$ cat src/rtl/seq_array_div.sv
// seq_array_div
//   Sequential restoring divider, one quotient bit per clock. An accepted
//   start latches the operands; WIDTH restoring steps then produce the
//   quotient and remainder, which are published on entry to DONE. The done
//   pulse follows one edge later. A zero divisor skips the steps and reports
//   all-ones quotient, zero remainder and div_by_zero.
//
// Ports
//   clk         system clock, rising edge
//   rst         synchronous active-high reset
//   start       division request, honoured only in IDLE
//   dividend    unsigned dividend (WIDTH), sampled on the accepting edge
//   divisor     unsigned divisor (DIV_WIDTH), sampled on the accepting edge
//   busy        high whenever the FSM is not IDLE
//   done        one-cycle completion pulse
//   quotient    unsigned quotient (WIDTH), held until next completion
//   remainder   unsigned remainder (DIV_WIDTH), held until next completion
//   div_by_zero set when the last completed operation had a zero divisor
module seq_array_div #(
   parameter int unsigned WIDTH     = 8,
   parameter int unsigned DIV_WIDTH = 4
) (
   input  logic                 clk,
   input  logic                 rst,
   input  logic                 start,
   input  logic [WIDTH-1:0]     dividend,
   input  logic [DIV_WIDTH-1:0] divisor,
   output logic                 busy,
   output logic                 done,
   output logic [WIDTH-1:0]     quotient,
   output logic [DIV_WIDTH-1:0] remainder,
   output logic                 div_by_zero
);

   localparam int unsigned CNT_W = $clog2(WIDTH);

   typedef enum logic [1:0] {
      IDLE = 2'd0,
      RUN  = 2'd1,
      DONE = 2'd2
   } state_t;

   state_t state, state_next;

   logic [WIDTH-1:0]     dvd_sh;   // dividend shifts out MSB-first, quotient bits shift in
   logic [DIV_WIDTH-1:0] dvs;
   logic [DIV_WIDTH:0]   prem;     // partial remainder
   logic [CNT_W-1:0]     cnt;

   logic                 accept;
   logic                 last_step;

   logic [DIV_WIDTH:0]   shifted;
   logic [DIV_WIDTH+1:0] trial;
   logic                 q_bit;
   logic [DIV_WIDTH:0]   prem_next;
   logic [WIDTH-1:0]     dvd_next;

   // state register
   always_ff @(posedge clk) begin
      if (rst) begin
         state <= IDLE;
      end else begin
         state <= state_next;
      end
   end

   // next-state and control decode
   always_comb begin
      state_next = state;
      busy       = (state != IDLE);
      accept     = 1'b0;
      last_step  = 1'b0;
      unique case (state)
         IDLE: begin
            if (start) begin
               accept     = 1'b1;
               state_next = (divisor == '0) ? DONE : RUN;
            end
         end
         RUN: begin
            if (cnt == '0) begin
               last_step  = 1'b1;
               state_next = DONE;
            end
         end
         DONE: begin
            state_next = IDLE;
         end
         default: begin
            state_next = IDLE;
         end
      endcase
   end

   // one restoring step: the extra top bit of trial is the borrow
   always_comb begin
      shifted   = {prem[DIV_WIDTH-1:0], dvd_sh[WIDTH-1]};
      trial     = {1'b0, shifted} - {2'b00, dvs};
      q_bit     = ~trial[DIV_WIDTH+1];
      prem_next = q_bit ? trial[DIV_WIDTH:0] : shifted;
      dvd_next  = {dvd_sh[WIDTH-2:0], q_bit};
   end

   // datapath and result registers
   always_ff @(posedge clk) begin
      if (rst) begin
         dvd_sh      <= '0;
         dvs         <= '0;
         prem        <= '0;
         cnt         <= '0;
         done        <= 1'b0;
         quotient    <= '0;
         remainder   <= '0;
         div_by_zero <= 1'b0;
      end else begin
         // done trails DONE by one edge, so it lands after the results settle
         done <= (state == DONE);
         if (accept) begin
            dvd_sh <= dividend;
            dvs    <= divisor;
            prem   <= '0;
            cnt    <= CNT_W'(WIDTH - 1);
            if (divisor == '0) begin
               quotient    <= '1;
               remainder   <= '0;
               div_by_zero <= 1'b1;
            end
         end else if (state == RUN) begin
            dvd_sh <= dvd_next;
            prem   <= prem_next;
            cnt    <= cnt - CNT_W'(1);
            if (last_step) begin
               quotient    <= dvd_next;
               remainder   <= prem_next[DIV_WIDTH-1:0];
               div_by_zero <= 1'b0;
            end
         end
      end
   end

endmodule

$ cat config.mk
export PLATFORM = sky130hd
export DESIGN_NAME = seq_array_div
export DESIGN_NICKNAME = d
export VERILOG_FILES = /design/src/rtl/seq_array_div.sv
export SDC_FILE = /design/constraint.sdc
export NUM_CORES = 1
export LEC_CHECK = 0
export CAP_MARGIN = 20
export CORE_ASPECT_RATIO = 1.4
export CORE_MARGIN = 2
export CORE_UTILIZATION = 40
export DETAILED_ROUTE_END_ITERATION = 10
export PLACE_DENSITY = 0.71
export SLEW_MARGIN = 20
export SYNTH_ARGS = -nofsm -noshare
export SYNTH_HDL_FRONTEND = slang
export SYNTH_SLANG_ARGS = --single-unit
$ cat constraint.sdc
create_clock -name clk -period 4.6 [get_ports clk]
set_input_delay 1.15 -clock clk [delete_from_list [all_inputs] [get_ports clk]]
set_output_delay 1.15 -clock clk [all_outputs]
set_load 0.005 [all_outputs]
==> results by group, run 1 <==
Status
  – Run status: completed

Floorplan
  – IO Count: 30
  – Initial Util: 41.7%
  – Chip Height: between 70 and 80 um
  – Row count: 26
  – Die W: about 56 um
  – Die area: 4350 sq um
  – Core area: between 3000 and 4000 sq um

Placement
  – Placed insts: 251
  – Placed cell areas: about 1800 sq um
  – HPWL after DPL: 2.20 mm
  – Placer congestion estimate: approximately 0.78
  – PortBufs: 29
  – Pre-CTS WS: 1.65 ns

Yosys
  – Ys flop type: dfxtp_1
  – Synthesized-area fraction occupied by adder cells: 6.21%
  – FFs w/ async S/R, synth: 0%
  – Yosys warning count: 0
  – Sequential share of the synthesized area: 45.8%
  – Post-synthesis compound-gate area fraction: ~15%
  – Simple logic cell fraction of the synthesized area: 25.4%
  – #FFs+latches synth: 35
  – Post-Syn Instances: 190
  – Synth Net Count: 212
  – Mux share of post-synthesis cell area: 1.31%
  – Top post-synthesis cells by area: dfxtp_1 46%, nand2_1 7.6%, nor2_1 6.9%
  – Cell taking the most area after synthesis: dfxtp_1
  – Synth Area in XOR/XNOR: 1.14%
  – Synth cell count leaders: 35 x dfxtp_1, 31 x nand2_1, 28 x nor2_1, 14 x a21oi_1, 11 x nor3_1
  – Main combinational cell family by area after synthesis: simple AND/OR/NAND/NOR gates
  – Synth Cell Area: 1530 sq um
  – Post-synth EDFFs: 0
  – Top cell type's share of synthesized area: 45.8%
  – Number of distinct library cells after synthesis: 30
  – Top-count cell post-synth: dfxtp_1
  – Post-Syn Area per Cell: between 8 and 9 sq um

Worst setup path
  – Slowest-stage cell, CP: nor4_1
  – Buf/Inv on CP: 1
  – CP cell instances: clkdlybuf4s50_1 > nor4_1 > nand2_1 > nand2_1 > nor2_1 > o2bb2ai_1
  – Startpoint Class: input port
  – Cell family with most CP delay: simple AND/OR/NAND/NOR gates
  – WS Path Type: input port to register
  – Worst Path Required: 4.78 ns
  – Nature of the critical path endpoint: register
  – WP data arrival: 2.81 ns
  – Worst R2R Path Depth: 5
  – Slowest stage delay, CP: 0.45 ns
  – Critical Path Stages: 6
  – CP Max Fanout: 9
  – Most used cell, CP: nand2_1

Timing
  – Max Clk Rate: 381 MHz
  – Final Max Slew Viols: 0
  – Relative slew margins: a little under three fifths
  – Hold Vio Cnt, Final: 0
  – Final period utilization: 57.0%
  – Actual slew at the worst max-slew pin: 0.646 ns
  – Final min period: roughly 2.6 ns
  – RSZ-0062 raised after global routing: no
  – Setup violators final: 0
  – Worst Skew: ~0.0095 ns
  – Post-route setup slack: 1.98 ns
  – Post-route setup TNS: 0 ns

Routing
  – Avg Vias per Cell: 5.22
  – Routed WL: 3.22 mm
  – Via count: ~1400
  – Drt pass-1 iters: 4
  – Iteration-0 DRC Markers: 19
  – Antenna viol nets, final: 0
  – Wire length per cell: roughly 12 um
  – DRC Markers: 0

CTS
  – Max clock buf depth: 2
  – Worst-path clk slew: 0.07 ns
  – Number of clock sinks: 35
  – Setup Buffers After CTS: 0
  – Hold Buf Count CTS: 0
  – TritonCTS buffer count: 5
  – CTS tree: built
  – CTS Root Cell: clkbuf_8
  – Clk Latency, worst-skew pair: 0.29 ns
  – Max H-tree Level: 2
  – CTS-repair resized insts: 0

Cells and area
  – Ant. Diodes: 0
  – Design area: 1950 sq um
  – Post-layout util: 53.2%
  – Finished Layout Cells: between 200 and 300
  – Layout cells sized above 1: 5.99%
  – Area grow syn2layout: 27.6%
  – Fin nets: 238

GRT
  – Initial antenna violation count: 0
  – Largest net degree at the start of global routing: 33
  – Grt ovf: 0
  – First-pass GRT wire length: about 5.7 mm
  – Vias in the first global route: 1297
  – GR Util All Layers: between 10% and 20%

Pwr
  – Pleak: roughly 0.00074 uW
  – Pwr Density: 403 nW/um^2
  – Peak VDD IR: between 0.3 and 0.4 mV

Flow run
  – Max_cap viols: 0

Worst hold path
  – Hold Crit Class: register to register
  – Worst hold stages: 2
## sequential cells by signal, indices dropped and copies added (netlist names)
| name | count |
|---|---|
| dvs | 4 |
| quotient | 8 |
| dvd_sh | 8 |
| cnt | 3 |
| prem | 4 |
| div_by_zero | 1 |
| state | 2 |
| remainder | 4 |
| done | 1 |
## final timing paths
path                   start           end  slack [ns]
setup reg to reg    state[1]  remainder[2]        2.54
setup / recovery  divisor[3]  remainder[2]        1.98
hold / removal        dvs[2]        dvs[2]        0.46
hold reg to reg       dvs[2]        dvs[2]        0.46
## where the power goes
group / internal (uW) / switching (uW) / leakage [uW]
Clock: 175 / 109 / 0.0000612
Combinational: 70.5 / 83.3 / 0.000390
Sequential: 330 / 18.3 / 0.000287
## metal layers
layer,GRT usage (%),share of wire [%],vias to the layer above
met5,0,0,-
met4,7.14,1.1,0
met3,5.40,3.9,2
met2,28.1,50,23
met1,19.4,45,622
li1,-,-,706
## kinds of logic (layout without fill, tap and decap cells)
| logic type | Yosys count | in the layout |
|---|---|---|
| AO/OA/AOI/OAI | 35 | 35 |
| XOR/XNOR | 2 | 2 |
| adder cells (fa/ha/maj) | 7 | 7 |
| buffers and inverters | 21 | 48 |
| flip-flops | 35 | 35 |
| multiplexers | 2 | 2 |
| AND/OR/NAND/NOR | 88 | 88 |
## cells in the final DEF, fill, tap and decap left out, types with 6 or more instances in the layout
| cell type | count |
|---|---|
| nor2_1 | 28 |
| nor3_1 | 11 |
| clkdlybuf4s50_1 | 28 |
| a311oi_1 | 7 |
| clkbuf_8 | 6 |
| dfxtp_1 | 35 |
| nand2_1 | 31 |
| a21oi_1 | 14 |
| inv_1 | 9 |
| ha_1 | 6 |
## tightest hold or removal path: cells and delay by family (launching register included)
kind	cells	cell delay, ns
flops	1	0.31
simple gates	1	0.05
compound gates	1	0.05
## layout make-up
type                    instances  area [sq um]
multi-input cells             134           749
clock buffers                   6          82.6
clock inverters                 2          35.0
flip-flops and latches         35           701
fillers                       351          1720
inverters                       9          33.8
repair buffers                 31           300
well taps                      42          52.6
## stage by stage
| stage | power (uW) | hold WS [ns] |
|---|---|---|
| 6_report | 787 | 0.461 |
| 5_1_grt | 834 | 0.490 |
| 4_1_cts | 796 | 0.461 |
| 3_5_place_dp | 511 | 0.451 |
| 3_3_place_gp | 509 | 0.448 |
| 2_1_floorplan | 454 | 0.436 |
Note: power is estimated with default switching activity, not from simulation.
==> inputs of run 2 (changes only) <==
Clock period 4.6 ns to 2.6 ns, I/O delays scaled along.
==> results by group, run 2 (same netlist as run 1, synthesis figures left out) <==
CTS
  – Max H-tree Level: 2 (unchanged)
  – CTS-repair resized insts: 0 (unchanged)
  – CTS Root Cell: clkbuf_8
  – Worst-path clk slew: 0.06 ns (about the same)
  – Number of clock sinks: 35 (unchanged)
  – TritonCTS buffer count: 5 (unchanged)
  – Hold Buf Count CTS: 0 (unchanged)
  – CTS tree: built
  – Clk Latency, worst-skew pair: 0.28 ns (about the same)
  – Setup Buffers After CTS: 0 (unchanged)
  – Max clock buf depth: 2 (unchanged)

Timing
  – Hold Worst Slack: 0.460 ns (-0.00125 ns)
  – RSZ-0062 raised after global routing: no
  – Final period utilization: 78.4%
  – Setup violators final: 0 (unchanged)
  – Actual slew at the worst max-slew pin: 0.688 ns (+0.0414 ns)
  – Worst Skew: 0.00237 ns (-0.00709 ns)
  – Final Max Slew Viols: 0 (unchanged)
  – Final min period: around 2.0 ns
  – Post-route setup slack: 0.562 ns (-1.41 ns)
  – Relative slew margins: 54.0% (-2.8 points)
  – Max Clk Rate: around 490 MHz
  – Post-route setup TNS: 0 ns (unchanged)
  – Hold Vio Cnt, Final: 0 (unchanged)

Routing
  – Wire length per cell: 12.7 um (+2.2%)
  – DRC Markers: 0 (unchanged)
  – Routed WL: 3.33 mm (+3.4%)
  – Iteration-0 DRC Markers: 32 (+13)
  – Drt pass-1 iters: 4 (unchanged)
  – Avg Vias per Cell: 5.09 (-2.5%)
  – Via count: 1334 (-1.4%)
  – Antenna viol nets, final: 0 (unchanged)

Floorplan
  – Chip Height: 77.2 um (unchanged)
  – Row count: 26 (unchanged)
  – Die area: 4350 sq um (unchanged)
  – IO Count: 30 (unchanged)
  – Die W: 56.3 um (unchanged)
  – Initial Util: 41.7% (unchanged)
  – Core area: 3680 sq um (unchanged)

Worst setup path
  – Slowest-stage cell, CP: clkdlybuf4s50_1
  – Worst R2R Path Depth: 7 (+2)
  – Most used cell, CP: nand2_1
  – WP data arrival: 2.21 ns (-0.60 ns)
  – Reg2reg start: dvs[2]
  – Worst Path Required: 2.78 ns (-2.00 ns)
  – Nature of the critical path endpoint: register
  – WS Path Type: input port to register
  – CP cell instances: clkdlybuf4s50_1 > nor4_1 > nand2_1 > nand2_1 > nor2_1 > o2bb2ai_1
  – Startpoint Class: input port
  – Critical Path Stages: 6 (unchanged)
  – Slowest stage delay, CP: 0.42 ns (-0.03 ns)
  – Cell family with most CP delay: simple AND/OR/NAND/NOR gates
  – Buf/Inv on CP: 1 (unchanged)
  – CP Max Fanout: 9 (unchanged)
  – Register-to-register setup slack: 0.70 ns (-1.84 ns)
  – Reg-to-Reg End: prem[1]

Pwr
  – Total power: 1270 uW (+61%)
  – Pleak: 0.000732 uW (-0.75%)
  – Peak VDD IR: 0.354 mV (+2.6%)
  – Pwr Density: 651 nW/um^2 (+62%)

GRT
  – GR Util met3: 3.54% (-1.9 points)
  – Grt met2 use: 28.1% (unchanged)
  – First-pass GRT wire length: 5.69 mm (-0.25%)
  – Largest net degree at the start of global routing: 21 (-36%)
  – GR Util All Layers: 16.7% (-0.069 points)
  – Met1 usage: 19.7% (+0.33 points)
  – GRT Max-Usage Layer: met2
  – Grt ovf: 0 (unchanged)
  – Vias in the first global route: 1271 (-2.0%)
  – Initial antenna violation count: 0 (unchanged)

Worst hold path
  – Hold Crit Class: register to register
  – Worst Hold Path EP: dvs[3]
  – Hold_sp: dvs[3]
  – Worst hold stages: 2 (unchanged)

Placement
  – HPWL after DPL: 2.36 mm (+7.6%)
  – Placer congestion estimate: 0.748 (-4.3%)
  – PortBufs: 29 (unchanged)
  – Pre-CTS WS: 0.277 ns (-1.37 ns)

Flow run
  – Max_cap viols: 0 (unchanged)

Cells and area
  – Commonest non-fill, non-tap cell in the layout: dfxtp_1
  – Fill cells: 356 (+1.4%)
  – Area grow syn2layout: 27.0%
  – Layout cells sized above 1: 5.91% (-0.082 points)
  – Fin nets: 241 (+1.3%)
  – Most frequent cells in the layout: 35 x dfxtp_1, 31 x nand2_1, 29 x clkdlybuf4s50_1
  – Ant. Diodes: 0 (unchanged)
  – Largest registers: dvd_sh x8, quotient x8
  – Post-layout util: 52.9% (-0.24 points)

Status
  – Run status: completed
-- run 2: area by class of cell --
| type | instances | area [sq um] | share of cell area [%] |
|---|---|---|---|
| flip-flops and latches | 35 | 701 | 36.0 |
| repair buffers | 34 | 328 | 16.8 |
| well taps | 42 | 52.6 | 2.70 |
| inverters | 9 | 33.8 | 1.74 |
| multi-input cells | 134 | 749 | 38.5 |
| clock buffers | 7 | 76.3 | 3.92 |
| clock inverters | 1 | 5.00 | 0.257 |
-- run 2: worst max path at each step --
stage | startpoint | end | slack, ns
after floorplan | divisor[3] | remainder[1] | 0.99
after global placement | divisor[3] | remainder[1] | 0.31
after detailed placement | divisor[3] | remainder[1] | 0.28
after CTS | divisor[3] | remainder[0] | 0.58
after global routing | divisor[3] | remainder[1] | 0.43
final | divisor[3] | remainder[2] | 0.56
-- run 2: routing by layer --
metal  vias to the layer above  part of all wire [%]
met5                         -                     0
met4                         0                   2.2
met3                         5                   2.1
met2                        15                    51
met1                       609                    45
li1                        705                     -
-- run 2: through the flow --
stage,area (sq um),std cells
3_5_place_dp,1860,254
5_1_grt,1950,262
3_3_place_gp,1860,254
2_1_floorplan,1530,190
6_report,1950,262
4_1_cts,1950,262
-- run 2: where the power goes --
part           switching, uW  total (uW)  internal (uW)
Combinational            149         279            130
Clock                    182         370            188
Sequential              32.9         617            584
Total                    364        1270            902
-- run 2: worst register-to-register path, cell delays in order, from the launching register on --
cell,delay [ns]
dfxtp_1,0.33
inv_1,0.05
ha_1,0.32
o21ai_0,0.10
a21oi_1,0.22
nand2b_1,0.36
mux2i_1,0.31
a21oi_1,0.10
